File: src/rtl/coordinate_merger.sv
// coordinate_merger: joins skewed X/Y/Z axis streams into {W,Z,Y,X} 128-bit points; COORD_MERGE_SEQ_TAG_EN puts a sequence tag in W
module coordinate_merger #(
  parameter int FIFO_DEPTH = 4,
  parameter logic [31:0] W_FILL = 32'h0000_0000
) (
  input  logic         clk,
  input  logic         rst,
  input  logic         x_valid,
  input  logic [31:0]  x_data,
  output logic         x_ready,
  input  logic         y_valid,
  input  logic [31:0]  y_data,
  output logic         y_ready,
  input  logic         z_valid,
  input  logic [31:0]  z_data,
  output logic         z_ready,
  output logic         out_valid,
  output logic [127:0] out_data,
  input  logic         out_ready,
  output logic [15:0]  merged_cnt
);
  localparam int AW = $clog2(FIFO_DEPTH);
  logic [31:0] mem [3][FIFO_DEPTH];
  logic [AW:0] wp [3];
  logic [AW:0] rp [3];
  logic [31:0] din [3];
  logic [31:0] head [3];
  logic [2:0] vin, rdy, full, empty, push;
  logic alive, merge;
  logic [31:0] w;
  assign din[0] = x_data;
  assign din[1] = y_data;
  assign din[2] = z_data;
  assign vin = {z_valid, y_valid, x_valid};
  assign {z_ready, y_ready, x_ready} = rdy;
  for (genvar i = 0; i < 3; i++) begin : g_axis
    assign full[i] = (wp[i][AW] != rp[i][AW]) && (wp[i][AW-1:0] == rp[i][AW-1:0]);
    assign empty[i] = wp[i] == rp[i];
    assign head[i] = mem[i][rp[i][AW-1:0]];
    assign rdy[i] = alive && !full[i];
  end
  assign push = vin & rdy;
  assign merge = !(|empty) && (!out_valid || out_ready);
  always_ff @(posedge clk)
    for (int k = 0; k < 3; k++)
      if (push[k]) mem[k][wp[k][AW-1:0]] <= din[k];
  always_ff @(posedge clk or posedge rst)
    if (rst) begin
      alive <= 1'b0;
      for (int k = 0; k < 3; k++) begin
        wp[k] <= '0;
        rp[k] <= '0;
      end
    end else begin
      alive <= 1'b1;
      for (int k = 0; k < 3; k++) begin
        wp[k] <= wp[k] + {{AW{1'b0}}, push[k]};
        rp[k] <= rp[k] + {{AW{1'b0}}, merge};
      end
    end
`ifdef COORD_MERGE_SEQ_TAG_EN
  logic [31:0] tag;
  always_ff @(posedge clk or posedge rst)
    if (rst) tag <= '0;
    else if (merge) tag <= tag + 32'd1;
  assign w = tag;
`else
  assign w = W_FILL;
`endif
  always_ff @(posedge clk or posedge rst)
    if (rst) begin
      out_valid <= 1'b0;
      out_data <= '0;
      merged_cnt <= '0;
    end else begin
      if (out_valid && out_ready) merged_cnt <= merged_cnt + 16'd1;
      if (merge) begin
        out_valid <= 1'b1;
        out_data <= {w, head[2], head[1], head[0]};
      end else if (out_ready) out_valid <= 1'b0;
    end
endmodule

File: config.mk
export PLATFORM = sky130hd
export DESIGN_NAME = coordinate_merger
export DESIGN_NICKNAME = d
export VERILOG_FILES = /design/src/rtl/coordinate_merger.sv
export SDC_FILE = /design/constraint.sdc
export NUM_CORES = 1
export LEC_CHECK = 0
export CAP_MARGIN = 40
export CORE_UTILIZATION = 63
export DETAILED_ROUTE_END_ITERATION = 6
export DONT_BUFFER_PORTS = 1
export GPL_TIMING_DRIVEN = 1
export MAX_ROUTING_LAYER = met4
export PLACE_DENSITY = 0.79
export SLEW_MARGIN = 10
export SYNTH_ARGS = -nofsm -noshare
export SYNTH_HDL_FRONTEND = slang
export SYNTH_SLANG_ARGS = --single-unit
File: constraint.sdc
create_clock -name clk -period 5.17 [get_ports clk]
set_clock_uncertainty 0.15 [all_clocks]
set_input_delay 0.7755 -clock clk [delete_from_list [all_inputs] [get_ports clk]]
set_output_delay 0.7755 -clock clk [all_outputs]
set_load 0.05 [all_outputs]
==> key figures <==
Floorplan
  • I/O pin total: 250
  • Row cnt: 63
  • Starting Density: 64.8%
  • Die ar.: 0.0315 sq mm
  • Die X: 177 um
  • Die height: 177 um
  • Core ar.: 0.0300 sq mm

Logic synthesis
  • Number of flops mapped to enable cells by yosys: 384
  • Async S/R FF share, synth: 25.6%
  • Synth warn: 0
  • Synth Flop Type: edfxtp_1
  • Post-synthesis average cell area: 22.2 sq um
  • Area of the mapped netlist: 0.0194 sq mm
  • Post-synthesis register bit count: 516
  • Register area share after synthesis: 76.5%
  • Post-Syn Instances: 876
  • Synth cell types: 29

Placement
  • Gp weighted congestion: 0.778
  • Dpl hpwl: 20,900 um
  • Placement Cell Area: 0.0198 sq mm
  • I/O Buffers: 0
  • Dpl cells: 1,248
  • Placement-stage worst setup slack: 2.18 ns

Power
  • Flop pwr share: 50.8%
  • Net switching power: 5.19 mW
  • PwrDens: 686 mW/mm^2
  • Leakage: 7.49 nW
  • Switching Share: 35.6%
  • Logic pwr share: 26.3%
  • Power consumption: 14.6 mW
  • Worst VDD drop: 0.000353 V
  • Int Pwr: 9.40 mW
  • Clk pwr share: 22.9%

STA
  • Period utilisation layout: 62.0%
  • Final setup fails: 0
  • Hold Fails Final Rpt: 0
  • Final WS setup: 1.96 ns
  • Fmax: 312 MHz
  • Hold Slack: 0.0891 ns
  • Slew @ Worst Pin: 0.882 ns
  • RSZ-0062 raised after global routing: no
  • Final slew viol count: 0
  • Worst slew margin: 41.2%
  • Fin crit period: 3.21 ns
  • TNS Setup: 0 ns

Global route
  • Met2 global-route usage: 38.0%
  • Number of global-route vias before repair: 8,996
  • Gr busiest metal: met2
  • Largest net degree at the start of global routing: 83
  • Total global routing overflow: 0
  • Initial antenna violation count: 2
  • Global-route wire length before repair: 51,700 um
  • Routing usage on met3: 7.50%
  • Gr usage total: 22.9%
  • Met1 usage: 27.1%

Clock network
  • Max Root-Sink Buffers: 3
  • H-Tree Depth: 2
  • Clock Sinks: 516
  • Hold_buf cts: 0
  • CTS tree: built
  • Post-CTS setup buffer count: 0
  • Clock root buffer: clkbuf_16
  • Skew-Pair Late Insertion Delay: 0.53 ns
  • Total CTS buffers: 48
  • Post-CTS sizing: 0
  • Clock-pin slew on the worst setup and hold paths: 0.06 ns

Critical path
  • Reg2reg path depth: 7
  • Slowest CP cell: buf_4
  • Worst path bufs/invs: 1
  • R2R Setup Slk: 2.26 ns
  • Worst-path cell chain: buf_4 -> xnor2_1 -> nand3b_1 -> and2_1
  • Arrival @ worst endpoint: 2.28 ns
  • Startpoint types: register
  • Critical R2R Capture: out_data[28]$_DFFE_PP0N_
  • CP Max Fanout: 34
  • Worst EP required: 4.24 ns
  • Crit. End Element: output pin
  • Worst path max stage delay: 0.54 ns
  • Worst r2r src: rp[0]$_DFF_PP0_
  • CP Class: register to output pin
  • CP delay by family, top: simple AND/OR/NAND/NOR gates

Hold path
  • Hold Crit Class: input port to asynchronous set/reset pin

Finish
  • Final Instance Area: 0.0213 sq mm
  • Share of post-route cells with drive strength above 1: 30.4%
  • Post-route insts no fill: 1,338
  • Syn-to-layout area delta: 9.64%
  • Nets@finish: 1,023
  • Fin util: 71.0%

Detailed routing
  • WL final: 34,100 um
  • DRC: 0
  • Final ANT Viol Nets: 0
  • TritonRoute pass-1 iters: 4
  • DR vias: 8,154
  • Drt initial violations: 538
  • Vias per cell: 6.09
  • WL per Instance: 25.5 um

Flow run
  • MaxCap Viol Count: 0

Outcome
  • Status: completed
==> cell families (layout without fill, tap and decap cells) <==
logic type / count (synthesis) / after routing / synth area share [%]
xor+xnor: 30 / 30 / 1.35
flops: 516 / 516 / 76.5
fa+ha+maj: 13 / 13 / 0.838
mux: 193 / 193 / 17.3
buf+inv: 69 / 108 / 2.24
other cells: 2 / 35 / 0.0387
simple gates: 53 / 53 / 1.74
==> power groups by stage <==
stage	sequential [mW]	combinational, mW	clock [mW]
final	7.41	3.84	3.35
after global routing	7.49	4.12	3.57
after CTS	7.42	3.92	3.40
after detailed placement	7.50	3.89	0
after global placement	7.45	3.67	0
after floorplan	7.26	3.30	0
==> registers in the layout, summed over array words and instances (netlist names) <==
| name | cells |
|---|---|
| out_data | 96 |
| mem | 384 |
| wp | 9 |
| out_valid | 1 |
| merged_cnt | 16 |
| rp | 9 |
| alive | 1 |
==> per-layer routing <==
| metal | vias up | wire, um |
|---|---|---|
| met3 | 61 | 3030 |
| met2 | 300 | 17600 |
| met5 | - | 0 |
| li1 | 3489 | - |
| met1 | 4304 | 12700 |
| met4 | 0 | 727 |
==> area by class of cell <==
class,count,area (sq um)
Multi-Input combinational cell,322,4280
Clock inverter,16,153
Tap cell,390,488
Sequential cell,516,14800
Antenna cell,2,5.00
Fill cell,1741,8680
Clock buffer,72,1350
Inverter,3,16.3
Timing Repair Buffer,17,140
==> cell usage after synthesis (4+ instances only) <==
cell	n	area share, %
xor2_1	11	0.50
mux4_2	96	11
edfxtp_1	384	59
clkbuf_1	9	0.17
nor3b_1	4	0.15
xnor2_1	19	0.86
ha_1	13	0.84
mux2_2	68	3.9
mux2_4	29	2.2
nand2_1	7	0.14
and3b_1	4	0.18
dfrtp_1	132	17
nand3_1	9	0.23
buf_4	32	1.2
buf_6	4	0.23
buf_2	21	0.54
and3_1	7	0.23
==> layout by cell type, fill, tap and decap left out, drive strengths merged <==
cell type	n
nor4	1
nor3b	4
nor2	3
clkbuf	72
inv	5
edfxtp	384
nand2	7
xnor2	19
xor2	11
conb	33
bufinv	3
mux4	96
ha	13
nand3	11
nand2b	1
diode	2
and3	7
nor3	3
mux2	97
and2	3
nand3b	3
dfrtp	132
nand4	4
and4	2
and3b	4
buf	17
clkinv	11
==> how the worst max path moves through the flow <==
stage	from	end	slack, ns	cells past startpoint
after floorplan	rst	alive$_DFF_PP0_	0.72	1
after global placement	rp[0]$_DFF_PP0_	out_data[39]$_DFFE_PP0N_	2.00	6
after detailed placement	rp[0]$_DFF_PP0_	out_data[28]$_DFFE_PP0N_	2.18	7
after CTS	rp[0]$_DFF_PP0_	z_ready	1.88	4
after global routing	rp[0]$_DFF_PP0_	z_ready	1.76	4
final	rp[0]$_DFF_PP0_	z_ready	1.96	4
Note: power is estimated with default switching activity, not from simulation.
